===== config.mk =====
export PLATFORM = sky130hd
export DESIGN_NAME = uart_rx
export DESIGN_NICKNAME = d
export VERILOG_FILES = /design/src/rtl/uart_pkg.sv /design/src/rtl/uart_sync2.sv /design/src/rtl/uart_rx.sv
export SDC_FILE = /design/constraint.sdc
export NUM_CORES = 1
export LEC_CHECK = 0
export BUFFER_PORTS_ARGS = -buffer_cell sky130_fd_sc_hd__buf_2
export CORE_MARGIN = 4
export CORE_UTILIZATION = 40
export CTS_CLUSTER_DIAMETER = 120
export DETAILED_ROUTE_END_ITERATION = 8
export PLACE_DENSITY_LB_ADDON = 0.05
export SETUP_SLACK_MARGIN = 0.05
export SKIP_LAST_GASP = 1
export SLEW_MARGIN = 20
export SYNTH_ARGS = -nofsm -noshare
export SYNTH_HDL_FRONTEND = slang
export SYNTH_SLANG_ARGS = --single-unit

===== constraint.sdc =====
create_clock -name clk -period 1.9 [get_ports clk]
set_input_delay 0.38 -clock clk [delete_from_list [all_inputs] [get_ports clk]]
set_output_delay 0.38 -clock clk [all_outputs]
set_load 0.05 [all_outputs]

===== src/rtl/uart_pkg.sv =====
// Shared UART types and constants.
package uart_pkg;

    typedef enum logic [2:0] {
        RX_IDLE,
        RX_START,
        RX_DATA,
        RX_PARITY,
        RX_STOP
    } uart_rx_state_t;

    localparam logic        START_BIT   = 1'b0;
    localparam logic        STOP_BIT    = 1'b1;
    localparam int unsigned UART_DATA_W = 8;

endpackage


===== src/rtl/uart_sync2.sv =====
// Two-flop synchronizer for an asynchronous input. Resets to 1, which is the idle line level.
module uart_sync2 (
    input  logic clk,
    input  logic rst,
    input  logic d,
    output logic q
);

    logic meta_q;
    logic sync_q;

    always_ff @(posedge clk or negedge rst) begin
        if (!rst) begin
            meta_q <= 1'b1;
            sync_q <= 1'b1;
        end else begin
            meta_q <= d;
            sync_q <= meta_q;
        end
    end

    assign q = sync_q;

endmodule


===== src/rtl/uart_rx.sv =====
// UART receiver: start, DATA_W bits LSB first, even parity, stop; 16x oversampled.
// Define UART_RX_MAJORITY_EN for 2-of-3 majority sampling around each bit centre.
module uart_rx
    import uart_pkg::*;
#(
    parameter int unsigned OVERSAMPLE = 16,
    parameter int unsigned DATA_W     = UART_DATA_W
) (
    input  logic              clk,
    input  logic              rst,
    input  logic              baud_clk,
    input  logic              rx_in,
    output logic [DATA_W-1:0] data_out,
    output logic              rx_valid,
    output logic              parity_err,
    output logic              frame_err,
    output logic              busy
);

    localparam int unsigned TICK_W = $clog2(OVERSAMPLE);
    localparam int unsigned BIT_W  = (DATA_W > 1) ? $clog2(DATA_W) : 1;

    localparam logic [TICK_W-1:0] TICK_LAST = TICK_W'(OVERSAMPLE - 1);
    localparam logic [BIT_W-1:0]  BIT_LAST  = BIT_W'(DATA_W - 1);

`ifdef UART_RX_MAJORITY_EN
    // Deciding one tick after the centre shifts the bit origin by one tick, so later
    // decisions still land at centre+1 when counted from the shifted origin.
    localparam logic [TICK_W-1:0] START_DEC = TICK_W'(OVERSAMPLE / 2);
`else
    localparam logic [TICK_W-1:0] START_DEC = TICK_W'(OVERSAMPLE / 2 - 1);
`endif
    localparam logic [TICK_W-1:0] BIT_DEC = TICK_LAST;

    uart_rx_state_t    state_q, state_d;
    logic [TICK_W-1:0] tick_q, tick_d;
    logic [BIT_W-1:0]  bit_q, bit_d;
    logic [DATA_W-1:0] shift_q, shift_d;
    logic              par_q, par_d;
    logic              armed_q, armed_d;
    logic [DATA_W-1:0] data_q, data_d;
    logic              valid_q;
    logic              perr_q, perr_d;
    logic              ferr_q, ferr_d;

    logic rx_s;
    logic sample;
    logic dec_start;
    logic dec_bit;
    logic stop_done;

    uart_sync2 u_sync (
        .clk (clk),
        .rst (rst),
        .d   (rx_in),
        .q   (rx_s)
    );

`ifdef UART_RX_MAJORITY_EN
    // Holds rx_s from the two ticks preceding the current one.
    logic [1:0] maj_q;

    always_ff @(posedge clk or negedge rst) begin
        if (!rst) begin
            maj_q <= 2'b11;
        end else if (baud_clk) begin
            maj_q <= {maj_q[0], rx_s};
        end
    end

    assign sample = (maj_q[1] & maj_q[0]) | (maj_q[1] & rx_s) | (maj_q[0] & rx_s);
`else
    assign sample = rx_s;
`endif

    assign dec_start = baud_clk && (tick_q == START_DEC);
    assign dec_bit   = baud_clk && (tick_q == BIT_DEC);

    // State register
    always_ff @(posedge clk or negedge rst) begin
        if (!rst) begin
            state_q <= RX_IDLE;
        end else begin
            state_q <= state_d;
        end
    end

    // Next-state logic
    always_comb begin
        state_d = state_q;
        unique case (state_q)
            RX_IDLE: begin
                if (baud_clk && armed_q && (rx_s == START_BIT)) state_d = RX_START;
            end
            RX_START: begin
                if (dec_start) state_d = (sample == START_BIT) ? RX_DATA : RX_IDLE;
            end
            RX_DATA: begin
                if (dec_bit && (bit_q == BIT_LAST)) state_d = RX_PARITY;
            end
            RX_PARITY: begin
                if (dec_bit) state_d = RX_STOP;
            end
            RX_STOP: begin
                if (dec_bit) state_d = RX_IDLE;
            end
            default: state_d = RX_IDLE;
        endcase
    end

    // FSM outputs
    always_comb begin
        busy      = (state_q != RX_IDLE);
        stop_done = (state_q == RX_STOP) && dec_bit;
    end

    // Datapath next-state
    always_comb begin
        tick_d  = tick_q;
        bit_d   = bit_q;
        shift_d = shift_q;
        par_d   = par_q;
        armed_d = armed_q;
        data_d  = data_q;
        perr_d  = perr_q;
        ferr_d  = ferr_q;

        if (baud_clk) begin
            unique case (state_q)
                RX_IDLE: begin
                    tick_d = '0;
                    if (!armed_q && (rx_s == STOP_BIT)) armed_d = 1'b1;
                end
                RX_START: begin
                    tick_d = dec_start ? '0 : tick_q + TICK_W'(1);
                    if (dec_start) bit_d = '0;
                end
                default: begin
                    tick_d = (tick_q == TICK_LAST) ? '0 : tick_q + TICK_W'(1);
                end
            endcase
        end

        if (dec_bit) begin
            unique case (state_q)
                RX_DATA: begin
                    shift_d[bit_q] = sample;
                    bit_d          = bit_q + BIT_W'(1);
                end
                RX_PARITY: par_d = sample;
                RX_STOP: begin
                    data_d = shift_q;
                    perr_d = ^{shift_q, par_q};
                    ferr_d = ~sample;
                    // A low stop bit means break; wait for the line to go high first.
                    if (sample != STOP_BIT) armed_d = 1'b0;
                end
                default: ;
            endcase
        end
    end

    always_ff @(posedge clk or negedge rst) begin
        if (!rst) begin
            tick_q  <= '0;
            bit_q   <= '0;
            shift_q <= '0;
            par_q   <= 1'b0;
            armed_q <= 1'b1;
            data_q  <= '0;
            valid_q <= 1'b0;
            perr_q  <= 1'b0;
            ferr_q  <= 1'b0;
        end else begin
            tick_q  <= tick_d;
            bit_q   <= bit_d;
            shift_q <= shift_d;
            par_q   <= par_d;
            armed_q <= armed_d;
            data_q  <= data_d;
            valid_q <= stop_done;
            perr_q  <= perr_d;
            ferr_q  <= ferr_d;
        end
    end

    assign data_out   = data_q;
    assign rx_valid   = valid_q;
    assign parity_err = perr_q;
    assign frame_err  = ferr_q;

endmodule


==> impl_results.md <==
* Die Y at 72.82 µm
* Final hold violation count at 0
* Clock buffer depth at 2
* CTS tree: done
* First-pass GRT wire length at 5.395 mm
* Max_slew headroom at between 50% and 60%
* Mapped Area at 1680 µm²
* Die area at 5302 µm²
* Async SR Flop Fraction at 100.0%
* Synth warnings at 0
* RSZ-0062 raised after global routing: false
* Min-delay worst type: in2async
* Via/cell ratio at roughly 5.2
* Post-layout min period at 1749 ps
* Input/output buffers at 15
* Slew Viols, Final at 0
* Post-Route Setup TNS at 0 ps
* F_max at 571.9 MHz
* First-pass DRT Iterations at 4
* Syn Area/Cell at between 10 and 15 µm²
* Synth cell types at 47
* Mapped Cells at 141
* Pin count of the biggest net entering global routing at 34
* Num ports at 16
* Wire length per cell at 14.83 µm
* Initial antenna violation count at 0
* Post-Syn Nets at 148
* Core Rows at 23
* Core ar. at around 4000 µm²
* Clk sinks at 33
* Initial core utilization at 41.71%
* ANT nets after route at 0
* Clock Tree Root: clkbuf_8
* Signal arrival time at the worst endpoint at 1370 ps
* EDFF count, synth at 0
* Final GP Congestion at 0.7305
* Reg clk slew, reported paths at 70 ps
* Pwr/cell area at 993.6 nW/µm²
* Vias post-DR at approximately 1.1k
* Peak supply drop at 0.5370 mV
* Grt total ovfl at 0
* Status: completed
* # hold bufs at CTS at 0
* Worst-Skew Late Latency at 280 ps
* Final wirelength at approximately 3.1 mm
* Num CTS Buffers at 5
* Drt initial violations at 41
* Synth-to-layout area growth at 13.63%
* Crit path max fanout at 7
* Final #Nets at 167
* CP Capture Type: primary output
* Share of cells above drive strength 1 at 31.68%
* Critical Path Source Type: register
* Pwr Total at 1.897 mW
* Final core utilization at 47.39%
* Max Cap Violations at 0
* Yosys reg bits at 33
* Main synth FF type: dfrtp_1
* Tot GR Track Use at a little over an eighth
* CTS H-Tree Depth at 2
* # setup viols final at 0
* Layout filler cell count at 387
* Worst Clk Skew at between 7 and 8 ps
* WP data required at ~1500 ps
* Yosys top cell by area: dfrtp_1
* Synth top area share at 44.68%
* Register area share after synthesis at between 40% and 50%
* Drt drc at 0
* DPL Wire Length at 2.161 mm
* CP Class: reg2out
* Vias in the first global route at 1,089
* Worst Tran Pin Value at 736.5 ps
* Die W at ~73 µm
* Final period util at 92.03%
* Leakage at 0.9391 nW
* Synth area leaders: dfrtp_1, dfstp_2, mux2_1, mux2_4, mux2_2
* Ant diodes at 0
-- cells in the mapped netlist, types with 2 or more instances --
| master | number |
|---|---|
| dfstp_2 | 3 |
| o21ai_0 | 4 |
| xnor2_1 | 4 |
| inv_1 | 5 |
| nand2b_1 | 3 |
| a22o_1 | 3 |
| mux2_4 | 5 |
| mux2_1 | 7 |
| buf_2 | 5 |
| nor2_1 | 6 |
| a41o_1 | 2 |
| xor2_1 | 2 |
| dfrtp_1 | 30 |
| mux2_2 | 5 |
| a21oi_1 | 3 |
| nand3_1 | 6 |
| nor3_1 | 4 |
| nand2_1 | 11 |
| ha_1 | 3 |
| nand4_1 | 2 |
| nor2b_1 | 2 |
-- final timing paths --
check	from	endpoint	slack, ps	cells past startpoint
max	state_q[0]	busy	150	4
min	rst	state_q[1]	160	1
max reg2reg	tick_q[0]	shift_q[6]	190	5
min reg2reg	u_sync.meta_q	u_sync.q	360	0
max in group asynchronous	rst	state_q[2]	1230	1
min in group clk	rx_in	u_sync.meta_q	210	1
-- cells by family (layout without fill, tap and decap cells) --
kind of cell / Yosys count / after routing / synth area share, %
multiplexers: 17 / 17 / 12.51
XOR/XNOR: 7 / 7 / 4.467
AO/OA/AOI/OAI: 22 / 22 / 9.457
buffers and inverters: 13 / 33 / 3.946
adder cells (fa/ha/maj): 3 / 3 / 2.234
flip-flops: 33 / 33 / 49.37
AND/OR/NAND/NOR: 46 / 46 / 18.02
-- power breakdown --
| group | leakage, nW | internal (mW) | switching (mW) | total [mW] |
|---|---|---|---|---|
| clock network | 0.0450 | 0.254 | 0.248 | 0.501 |
| registers | 0.429 | 0.805 | 0.175 | 0.980 |
| logic | 0.465 | 0.232 | 0.184 | 0.415 |
| total | 0.939 | 1.29 | 0.607 | 1.90 |
-- through the flow --
step | worst slack, ps | cell area, µm² | std cells | hold slack (ps)
6_report | 151.5 | 1909 | 211 | 159.2
4_1_cts | 70.12 | 1877 | 209 | 195.3
3_3_place_gp | 122.3 | 1793 | 201 | 350.0
3_5_place_dp | 91.43 | 1793 | 201 | 350.1
5_1_grt | 60.58 | 1909 | 211 | 188.4
2_1_floorplan | 251.0 | 1680 | 141 | 84.41
-- flip-flops by register name, indices dropped and copies added, names as in the netlist --
register,cells
bit_q,3
par_q,1
armed_q,1
tick_q,4
u_sync.meta_q,1
rx_valid,1
parity_err,1
frame_err,1
u_sync.q,1
shift_q,8
state_q,3
data_out,8
-- per-layer routing --
metal  vias to the layer above  global-route usage, %  routed length, µm
li1                        550                      -                  -
met1                       522                  19.60               1640
met2                        20                  18.74               1332
met3                         2                  3.581                129
met4                         0                  5.533                 27
met5                         -                      0                  0
-- layout make-up --
type | count | area (µm²) | area share [%]
clock buffers | 6 | 72.57 | 3.801
clock inverters | 2 | 10.01 | 0.5242
inverters | 5 | 18.77 | 0.9830
multi-input cells | 95 | 802.0 | 42.01
flip-flops and latches | 33 | 830.8 | 43.51
well taps | 50 | 62.56 | 3.277
repair buffers | 20 | 112.6 | 5.898
-- what timing repair did --
item | CTS | global route
cloned | 0 | 0
pin swaps | 0 | 1
endpoints found under the setup margin | 1 | 10
buffers inserted | 0 | 2
resized for setup | 1 | 3
-- worst max-delay path, cell delays in order, from the launching register on --
cell and delay [ps]:
dfrtp_1 440, buf_4 190, nor3_2 190, inv_1 60, buf_2 210
-- placed cells by master (no fill, tap or decap), types with 2 or more instances in the layout --
cell	instances
clkinv_2	2
nand2_1	11
mux2_2	5
mux2_4	5
ha_1	2
nor2_1	6
a41o_1	2
clkbuf_8	5
nand4_1	2
buf_2	15
nor2b_1	2
nor3_1	3
a22o_1	3
xor2_1	2
o21ai_0	4
buf_4	5
dfstp_2	3
nand3_1	6
mux2_1	7
xnor2_1	4
nand2b_1	3
a21oi_1	3
dfrtp_1	29
inv_1	5
Power figures use the tool's default switching activity.
